<file path="config.mk">
export PLATFORM = sky130hd
export DESIGN_NAME = counter_2bit_monitor
export DESIGN_NICKNAME = d
export VERILOG_FILES = /design/src/rtl/counter_mon_pkg.sv /design/src/rtl/counter_step_classify.sv /design/src/rtl/counter_2bit_monitor.sv
export SDC_FILE = /design/constraint.sdc
export NUM_CORES = 1
export LEC_CHECK = 0
export CORE_ASPECT_RATIO = 2
export CORE_MARGIN = 5
export CORE_UTILIZATION = 42
export DETAILED_ROUTE_END_ITERATION = 8
export GPL_ROUTABILITY_DRIVEN = 0
export GPL_TIMING_DRIVEN = 0
export PLACE_DENSITY = 0.73
export SLEW_MARGIN = 25
export SYNTH_ARGS = -nofsm -noshare
export SYNTH_HDL_FRONTEND = slang
export SYNTH_SLANG_ARGS = --single-unit
</file>
<file path="constraint.sdc">
create_clock -name clk -period 2.82 [get_ports clk]
set_input_delay 0.282 -clock clk [delete_from_list [all_inputs] [get_ports clk]]
set_output_delay 0.282 -clock clk [all_outputs]
set_load 0.1 [all_outputs]
</file>
<file path="src/rtl/counter_mon_pkg.sv">
// rtl/counter_mon_pkg.sv - shared state and error-code encodings for the counter monitor
package counter_mon_pkg;

  typedef enum logic [1:0] {
    IDLE  = 2'd0,
    TRACK = 2'd1,
    ERROR = 2'd2
  } state_t;

  localparam logic [1:0] ERR_NONE = 2'b00;
  localparam logic [1:0] ERR_DIR  = 2'b01;
  localparam logic [1:0] ERR_SKIP = 2'b10;
  localparam logic [1:0] ERR_HOLD = 2'b11;

  // Forward distance from the previous counter value, modulo 4.
  function automatic logic [1:0] step_delta(input logic [1:0] q_prev, input logic [1:0] q);
    return q - q_prev;
  endfunction

endpackage

</file>
<file path="src/rtl/counter_step_classify.sv">
// rtl/counter_step_classify.sv - combinational legality and wrap classification of one counter step
module counter_step_classify
  import counter_mon_pkg::*;
#(
  parameter int ALLOW_HOLD = 0
) (
  input  logic [1:0] q_prev,
  input  logic [1:0] q,
  input  logic       x_prev,
  output logic       legal,
  output logic       up_wrap_c,
  output logic       dn_wrap_c,
  output logic [1:0] code
);

  logic [1:0] delta;

  always_comb begin
    delta     = step_delta(q_prev, q);
    legal     = 1'b0;
    code      = ERR_NONE;
    up_wrap_c = x_prev && (q_prev == 2'd3) && (q == 2'd0);
    dn_wrap_c = !x_prev && (q_prev == 2'd0) && (q == 2'd3);
    case (delta)
      2'd0: begin
        legal = (ALLOW_HOLD != 0);
        code  = legal ? ERR_NONE : ERR_HOLD;
      end
      2'd1: begin
        legal = x_prev;
        code  = x_prev ? ERR_NONE : ERR_DIR;
      end
      2'd2: begin
        legal = 1'b0;
        code  = ERR_SKIP;
      end
      default: begin
        legal = !x_prev;
        code  = x_prev ? ERR_DIR : ERR_NONE;
      end
    endcase
  end

endmodule

</file>
<file path="src/rtl/counter_2bit_monitor.sv">
// rtl/counter_2bit_monitor.sv - step checker and signed revolution counter for a 2-bit up/down counter
module counter_2bit_monitor
  import counter_mon_pkg::*;
#(
  parameter int WRAP_W     = 8,
  parameter int ALLOW_HOLD = 0
) (
  input  logic              clk,
  input  logic              reset,
  input  logic              clr,
  input  logic              x,
  input  logic              q0,
  input  logic              q1,
  output logic [WRAP_W-1:0] wrap_count,
  output logic              up_wrap,
  output logic              dn_wrap,
  output logic              err,
  output logic [1:0]        err_code,
  output logic              active
);

  state_t     state;
  logic [1:0] q_prev;
  logic       x_prev;
  logic [1:0] q_now;
  logic       legal;
  logic       up_wrap_c;
  logic       dn_wrap_c;
  logic [1:0] code;

  assign q_now = {q1, q0};

  counter_step_classify #(
    .ALLOW_HOLD(ALLOW_HOLD)
  ) u_classify (
    .q_prev    (q_prev),
    .q         (q_now),
    .x_prev    (x_prev),
    .legal     (legal),
    .up_wrap_c (up_wrap_c),
    .dn_wrap_c (dn_wrap_c),
    .code      (code)
  );

  // The counter output seen at this edge was produced with last edge's x,
  // so q_prev/x_prev are refreshed every edge regardless of state.
  always_ff @(posedge clk or posedge reset) begin
    if (reset) begin
      state      <= IDLE;
      q_prev     <= 2'd0;
      x_prev     <= 1'b0;
      wrap_count <= '0;
      up_wrap    <= 1'b0;
      dn_wrap    <= 1'b0;
      err        <= 1'b0;
      err_code   <= ERR_NONE;
      active     <= 1'b0;
    end else begin
      q_prev  <= q_now;
      x_prev  <= x;
      up_wrap <= 1'b0;
      dn_wrap <= 1'b0;
      if (clr) begin
        state      <= IDLE;
        wrap_count <= '0;
        err        <= 1'b0;
        err_code   <= ERR_NONE;
        active     <= 1'b0;
      end else begin
        case (state)
          IDLE: begin
            state  <= TRACK;
            active <= 1'b1;
          end
          TRACK: begin
            if (legal) begin
              if (up_wrap_c) begin
                wrap_count <= wrap_count + WRAP_W'(1);
                up_wrap    <= 1'b1;
              end else if (dn_wrap_c) begin
                wrap_count <= wrap_count - WRAP_W'(1);
                dn_wrap    <= 1'b1;
              end
            end else begin
              state    <= ERROR;
              err      <= 1'b1;
              err_code <= code;
              active   <= 1'b0;
            end
          end
          ERROR: begin
            active <= 1'b0;
          end
          default: begin
            state  <= IDLE;
            active <= 1'b0;
          end
        endcase
      end
    end
  end

endmodule
</file>
==> results by group <==
Place
  • Dpl ws: -0.1504 ns
  • DP Cell Count: 160
  • Hpwl dp: 2033 µm
  • IO buf count: 18

Power and ir drop
  • Final Total Pwr: 0.6740 mW
  • P_leak: 0.6169 nW
  • Power per standard cell area: 473.4 mW/mm²
  • Maximum VDD drop: 0.3596 mV

Logic synthesis
  • Netlist Area Pre-Place: 0.001162 mm²
  • Post-synth cell types: 41
  • Number of synthesized flops with an enable pin: 0
  • Post-synth top area cell: dfrtp_1
  • Most used DFF post-synth: dfrtp_1
  • FF+latch count, synth: 19
  • Avg Inst Size Synth: 10.29 µm²
  • Post-synth top cells: dfrtp_1 (19), nor2_1 (10), inv_1 (9), nand2_1 (9), ha_1 (7)
  • Synth warnings: 0
  • Post-Synthesis Cells: 113
  • Top-area cell type share of the netlist area: 40.90%
  • Ys async rst share: 100.0%
  • Top area cells in the synthesized netlist: dfrtp_1 (41%), ha_1 (7.5%), a2111oi_4 (4.7%)
  • Most frequent cell after synthesis: dfrtp_1
  • Post-synthesis net count: 127
  • Post-synthesis sequential area ratio: 40.90%

Floorplan
  • Die area: 0.003984 mm²
  • Row count: 27
  • Core area: 0.002703 mm²
  • Starting Density: 43.01%
  • Io pins: 20
  • Die H: 84.40 µm
  • Die width: 47.20 µm

Clock network
  • H-tree levels: 1
  • Setup bufs post-CTS: 0
  • CTS clk-pin slew, worst paths: 0.07 ns
  • CTS Root Cell: clkbuf_8
  • Sink Count: 19
  • Clock buffer count from CTS: 3
  • Clk_lat worst skew: 0.26 ns
  • # hold bufs at CTS: 0
  • Max Buffers Root-to-Sink: 2
  • Post_cts resized: 0
  • CTS tree: done

Setup path
  • Reg2Reg Depth: 9
  • Crit. End Element: flop
  • Worst setup SP type: primary input
  • Required time worst endpoint: 2.95 ns
  • WS Path Type: in2reg
  • Worst-path maximum fanout: 13
  • Critical R2R Launch: q_prev[1]$_DFF_PP0_
  • Reg-to-reg slack, setup: 0.19 ns
  • Critical path arrival: 2.84 ns
  • R2R Path End: wrap_count[7]$_DFFE_PP0P_

STA
  • Number of setup violations in the final report: 0
  • Tmin final: 2.709 ns
  • Slew margin rel.: 32.76%
  • Fin crit share: 96.07%
  • Fin. max-slew vios: 0
  • Fmax: 369.1 MHz
  • Worst-Margin Slew: 1.005 ns
  • RSZ-0062 raised after global routing: no
  • Setup WS post-layout: 0.1107 ns
  • Skew final: 0.003586 ns
  • Final Hold Fails: 0

Routing
  • Drt first-iter violations: 16
  • Wirelength per Cell: 15.77 µm
  • DRC: 0
  • Pre-Repair DR Iteration Count: 4
  • Via density per instance: 5.628
  • Vias post-DR: 923
  • Final wirelength: 2586 µm
  • Final ANT Viol Nets: 0

Cells and area
  • Final Non-Filler Cells: 164
  • FILL cells: 266
  • Syn-to-layout area delta: 22.50%
  • Post-Route Utilization: 52.69%
  • Final net count: 150
  • Antenna Cells: 0
  • Share of layout cells above drive strength 1: 8.889%

GRT
  • Vias in the first global route: 997
  • Initial antenna violation count: 0
  • Largest net degree at the start of global routing: 20
  • Remaining Overflow, GRT: 0
  • GRT Total Usage: 15.43%
  • Global-route wire length before repair: 4519 µm

Hold path
  • Hold endpoint: err_code[1]$_DFFE_PP0P_
  • Hold Path Depth: 2
  • HP Start: clr
  • Hold crit path type: in2reg

Run
  • Max cap viols: 0

Outcome
  • Status: complete, no violations
==> state kept, by name, summed over array words and instances (netlist names) <==
name and cells:
err 1, x_prev 1, state 2, err_code 2, wrap_count 8, up_wrap 1
q_prev 2, dn_wrap 1, active 1
==> power breakdown <==
group          switching [mW]  internal [mW]
Sequential             0.0126          0.288
Clock                  0.0958          0.101
Combinational           0.127         0.0500
==> cells by family (layout without fill, tap and decap cells) <==
kind of cell               Yosys count  count (layout)  synth area share (%)
muxes                                2               2                 1.830
buffers and inverters               11              33                 3.875
xor gates and xnor gates             5               5                 4.952
DFF                                 19              19                 40.90
AOI/OAI and AO/OA                   30              30                 22.39
and+or+nand+nor                     38              38                 16.79
adders and majority gates            8               8                 9.257
==> worst max-delay path by stage <==
stage                         startpoint                         to  slack, ns  depth (start not counted)
6_report                              q0  wrap_count[7]$_DFFE_PP0P_       0.11                          9
5_1_grt                               q0  wrap_count[7]$_DFFE_PP0P_      0.009                          9
4_1_cts                               q0  wrap_count[7]$_DFFE_PP0P_       0.09                          9
3_5_place_dp                          q0  wrap_count[7]$_DFFE_PP0P_      -0.15                          9
3_3_place_gp                          q0  wrap_count[7]$_DFFE_PP0P_      -0.11                          9
2_1_floorplan  wrap_count[6]$_DFFE_PP0P_  wrap_count[7]$_DFFE_PP0P_       0.31                          6
==> stage by stage <==
step	area, µm²	TNS (ns)	hold slack [ns]
after floorplan	1162	0	0.2331
after global placement	1379	-0.1068	0.5115
after detailed placement	1379	-0.1504	0.5150
after CTS	1424	0	0.4212
after global routing	1424	0	0.4571
final	1424	0	0.3973
==> worst max-delay path: stages <==
cell and delay (ns):
clkdlybuf4s50_1 0.47, or3_1 0.39, buf_4 0.20, ha_1 0.38, a21o_1 0.22, a31o_2 0.22, or2_2 0.31, a221oi_2 0.25
o311ai_1 0.13
==> layer usage <==
| layer | up-vias | track usage, % | share of wire (%) |
|---|---|---|---|
| li1 | 448 | - | - |
| met1 | 451 | 17.57 | 38 |
| met2 | 17 | 26.27 | 57 |
| met3 | 7 | 2.146 | 2.8 |
| met4 | 0 | 7.557 | 2.9 |
| met5 | - | 0 | 0 |
==> area by class of cell <==
type | count | area, µm² | share of cell area [%]
well taps | 29 | 36.28 | 2.548
multi-input cells | 83 | 641.9 | 45.08
repair buffers | 18 | 180.2 | 12.65
inverters | 9 | 33.78 | 2.373
plain buffers | 2 | 11.26 | 0.7909
clock buffers | 4 | 45.04 | 3.163
flip-flops and latches | 19 | 475.5 | 33.39
==> placed cells by master (no fill, tap or decap), types with 5 or more instances in the layout <==
cell type and n:
clkdlybuf4s50_1 18, dfrtp_1 19, a22o_1 5, ha_1 7
inv_1 9, a21oi_1 6, nand2_1 9, nor2_1 10
No activity file was read; power rests on OpenSTA's default activity.
==> variant 1: new RTL, same flow settings <==
The 3 states of `state_t` get a one-hot encoding in 3 bits.
--- a/src/rtl/counter_mon_pkg.sv
+++ b/src/rtl/counter_mon_pkg.sv
@@ -1,10 +1,10 @@
 // rtl/counter_mon_pkg.sv - shared state and error-code encodings for the counter monitor
 package counter_mon_pkg;
 
-  typedef enum logic [1:0] {
-    IDLE  = 2'd0,
-    TRACK = 2'd1,
-    ERROR = 2'd2
+  typedef enum logic [2:0] {
+    IDLE  = 3'b001,
+    TRACK = 3'b010,
+    ERROR = 3'b100
   } state_t;
 
   localparam logic [1:0] ERR_NONE = 2'b00;
Behaviour: no difference found for any inputs over 10 cycles, from zero or initial values and one cycle with reset high; not proved beyond that.
==> variant 1 against the original RTL <==
Setup slack improved by 0.033 ns. Via count increased by 7.8%. Cell area rose by 8.2%. Sequential share of layout area down 0.82 points. Sequential cell count up 1. Wire length increased by 3.4%. Synthesized area rose by 6.4%. Total power rose by 13%. Critical path type unchanged. Critical endpoint unchanged.
==> variant 1: results (changes against the original RTL) <==
outcome -> finished clean
Routed WL per cell -> 15.3 um (-3.1%)
vias in the first global route -> 1044 (+4.7%)
first-pass GRT wire length -> 4730 um (+4.6%)
CTS clk-pin slew, worst paths -> 0.08 ns
Antenna Cells -> 0 (unchanged)
First-pass DRT Iterations -> 4 (unchanged)
worst skew pair latency -> 0.26 ns (about the same)
H-tree Lvls -> 1 (unchanged)
IO Port Bufs -> 19 (+1)
initial antenna violation count -> 0 (unchanged)
CTS root buf -> clkbuf_8
layout cell share with drive strength beyond 1 -> 12.4% (+3.5 points)
Clock Path Buffers -> 2 (unchanged)
crit path from -> q1
Arrival @ worst endpoint -> 2.81 ns (-0.03 ns)
Final Skew -> 0.00128 ns (-0.00230 ns)
top post-synthesis cells by count -> 19 x dfrtp_1, 9 x inv_1, 8 x nand2_1, 8 x nand2b_1, 8 x nor2_1
Slew headroom -> 34.1% (+1.3 points)
Async SR Flop Fraction -> 100% (unchanged)
RR Startpoint -> q_prev[1]
post-DP HPWL -> 2060 um (+1.2%)
layout net count -> 160 (+6.7%)
DRT iter0 DRCs -> 20 (+4)
synthesized net count -> 136 (+7.1%)
CP max FO -> 10 (-3)
Post-CTS Resized -> 2 (+2)
Tot GR Track Use -> 14.0% (-1.4 points)
dpl ws -> -0.302 ns (-0.152 ns)
Ys Warns -> 0 (unchanged)
TritonCTS buffer count -> 3 (unchanged)
largest net degree at the start of global routing -> 21 (+5.0%)
DR vias -> 995 (+7.8%)
Top Registers -> wrap_count: 8 flops, state: 3 flops
worst hold path class -> primary input to async pin
sequential element share of the synthesized area -> 40.6% (-0.32 points)
leak pwr -> 0.000671 uW (+8.8%)
Synth area leaders -> dfrtp_1 38%, ha_1 7.1%, nand2b_1 4.0%
synth unique cells -> 42 (+2.4%)
worst vdd rail ir drop -> 419 uV (+17%)
## variant 1: kinds of logic (layout without fill, tap and decap cells)
family,Yosys count,after routing,synth area share [%]
XOR/XNOR,5,5,4.76
AO/OA/AOI/OAI,28,28,16.3
adder cells (fa/ha/maj),8,8,8.70
multiplexers,3,3,2.53
AND/OR/NAND/NOR,46,46,23.2
flip-flops,20,20,40.6
buffers and inverters,12,35,3.95
## variant 1: final cells by class
class,count,area [um^2]
Fill cell,271,1370
Multi-Input combinational cell,90,691
Sequential cell,20,502
Timing Repair Buffer,19,190
Clock buffer,3,41.3
Tap cell,30,37.5
Inverter,9,33.8
Clock inverter,1,30.0
Buffer,3,15.0
## variant 1: power by group
group / switching (uW) / internal [uW]
logic: 99.8 / 52.0
registers: 13.6 / 303
clock network: 101 / 190
total: 215 / 544
## variant 1: critical path, stage by stage
cell,delay [ns]
clkdlybuf4s50_1,0.45
and4bb_2,0.36
nand2_2,0.17
ha_1,0.39
a21o_1,0.19
a31o_2,0.26
or2_2,0.31
a221oi_2,0.25
o311ai_1,0.14
## variant 1: per-layer routing
layer / part of all wire, % / GRT usage (%) / vias to the layer above
li1: - / - / 490
met1: 39 / 14.5 / 487
met2: 57 / 26.7 / 14
met3: 2.7 / 2.24 / 4
met4: 1.3 / 6.05 / 0
met5: 0 / 0 / -
## variant 1: path summary, 6_finish.rpt
kind	slack (ns)	to	depth (start not counted)
min in group clk	0.45	x_prev	1
min reg2reg	0.52	err	2
max reg2reg	0.30	wrap_count[7]	8
max in group asynchronous	1.90	wrap_count[5]	2
min	0.45	q_prev[1]	2
max	0.14	wrap_count[7]	9
## variant 1: stage by stage
stage                     setup TNS (ns)  cells  cell area [um^2]  power [uW]  utilization [%]
after CTS                              0    175              1540         763             53.0
after floorplan                        0    122              1240         435                -
after global routing                   0    175              1540         789             53.0
after global placement            -0.176    171              1460         471             50.3
final                                  0    175              1540         759             53.0
after detailed placement          -0.397    171              1460         475             50.3
==> variant 2: new RTL, config.mk and constraints unchanged <==
Made on the original files. `ALLOW_HOLD` is set to 0 in 2 places; all go to 1.
--- a/src/rtl/counter_step_classify.sv
+++ b/src/rtl/counter_step_classify.sv
@@ -2,7 +2,7 @@
 module counter_step_classify
   import counter_mon_pkg::*;
 #(
-  parameter int ALLOW_HOLD = 0
+  parameter int ALLOW_HOLD = 1
 ) (
   input  logic [1:0] q_prev,
   input  logic [1:0] q,
--- a/src/rtl/counter_2bit_monitor.sv
+++ b/src/rtl/counter_2bit_monitor.sv
@@ -3,7 +3,7 @@
   import counter_mon_pkg::*;
 #(
   parameter int WRAP_W     = 8,
-  parameter int ALLOW_HOLD = 0
+  parameter int ALLOW_HOLD = 1
 ) (
   input  logic              clk,
   input  logic              reset,
Behaviour: not the same (Yosys sat finds a counterexample within 4 cycles, from zero or initial values and one cycle with reset high).
==> variant 2 against the original RTL <==
Cell area down 0.70%. Cell count down 3.0%. Total power up 4.0%. Synthesized area down 0.86%. Utilization down 0.37 points. Count of clock-buffer cells in the layout unchanged. Setup slack better by 0.014 ns. Combinational power up 17%. Critical path type unchanged. Wire length down 7.7%. Sequential cell count unchanged.
==> variant 2: results (changes against the original RTL) <==
outcome -> finished clean
RR Endpoint -> wrap_count[6]
Tmin final -> 2.70 ns (-0.0140 ns)
first-pass GRT wire length -> 4130 um (-8.7%)
synth unique cells -> 38 (-7.3%)
RR Startpoint -> x_prev
CP top delay family -> simple AND/OR/NAND/NOR gates
sequential element share of the synthesized area -> 41.3% (+0.36 points)
Final Skew -> 0.00152 ns (-0.00206 ns)
internal power -> 457 uW (+4.2%)
Slew headroom -> 34.3% (+1.6 points)
vias in the first global route -> 958 (-3.9%)
top post-synthesis cells by count -> 19 x dfrtp_1, 12 x nor2_1, 7 x ha_1, 7 x inv_1, 6 x a21oi_1
worst hold path class -> primary input to flip-flop
layout net count -> 145 (-3.3%)
number of vias per cell -> 5.66 (+0.57%)
Fillers -> 272 (+2.3%)
post-placement cell area -> 0.00137 mm^2 (-0.73%)
leak pwr -> 0.000624 uW (+1.2%)
dpl ws -> -0.143 ns (+0.00701 ns)
DRT iter0 DRCs -> 14 (-2)
FF-to-FF setup slack -> 0.24 ns (+0.05 ns)
R2R cell count -> 7 (-2)
layout cell share with drive strength beyond 1 -> 12.3% (+3.4 points)
synthesized net count -> 122 (-3.9%)
Post-Route WL -> 2390 um (-7.7%)
Synth area leaders -> dfrtp_1 41%, ha_1 7.6%, nor2_1 3.9%
==> variant 2: worst min path at each step <==
stage,to,slack (ns),cells past startpoint,from
2_1_floorplan,active,0.23,1,reset
3_3_place_gp,err,0.49,2,err
3_5_place_dp,active,0.49,1,state[1]
4_1_cts,err_code[1],0.31,2,clr
5_1_grt,err_code[1],0.32,2,clr
6_report,err_code[1],0.31,2,clr
==> variant 2: per-stage QoR <==
| stage | hold slack (ns) | TNS, ns | instances | util [%] |
|---|---|---|---|---|
| floorplan | 0.233 | 0 | 108 | - |
| global placement | 0.488 | -0.179 | 155 | 50.6 |
| detailed placement | 0.495 | -0.251 | 155 | 50.6 |
| CTS | 0.310 | 0 | 159 | 52.3 |
| global route | 0.321 | 0 | 159 | 52.3 |
| finish | 0.311 | 0 | 159 | 52.3 |
==> variant 2: cells by family (layout without fill, tap and decap cells) <==
family | count (synthesis) | in the layout | share of synthesized area (%)
and+or+nand+nor | 34 | 34 | 17.2
AOI/OAI and AO/OA | 32 | 32 | 21.1
DFF | 19 | 19 | 41.3
adders and majority gates | 8 | 8 | 9.34
buffers and inverters | 8 | 30 | 2.71
xor gates and xnor gates | 6 | 6 | 7.49
muxes | 1 | 1 | 0.977
==> variant 2: routing by layer <==
| metal | up-vias | track usage [%] | part of all wire, % |
|---|---|---|---|
| met3 | 4 | 2.16 | 2.7 |
| met1 | 444 | 15.8 | 39 |
| li1 | 437 | - | - |
| met5 | - | 0 | 0 |
| met2 | 15 | 24.2 | 56 |
| met4 | 0 | 5.29 | 1.7 |
==> variant 2: cell type report <==
| type | instances | area, um^2 | area share, % |
|---|---|---|---|
| multi-input combinational | 81 | 646 | 45.7 |
| sequential | 19 | 475 | 33.6 |
| timing repair buffer | 18 | 180 | 12.7 |
| clock buffer | 4 | 45.0 | 3.19 |
| tap | 29 | 36.3 | 2.57 |
| inverter | 7 | 26.3 | 1.86 |
| buffer | 1 | 5.00 | 0.354 |
==> variant 2: power groups by stage <==
stage | Clock [uW] | Combinational, uW | Sequential [uW]
2_1_floorplan | 0 | 94.2 | 376
3_3_place_gp | 0 | 205 | 307
3_5_place_dp | 0 | 209 | 308
4_1_cts | 195 | 210 | 303
5_1_grt | 204 | 221 | 304
6_report | 191 | 207 | 302
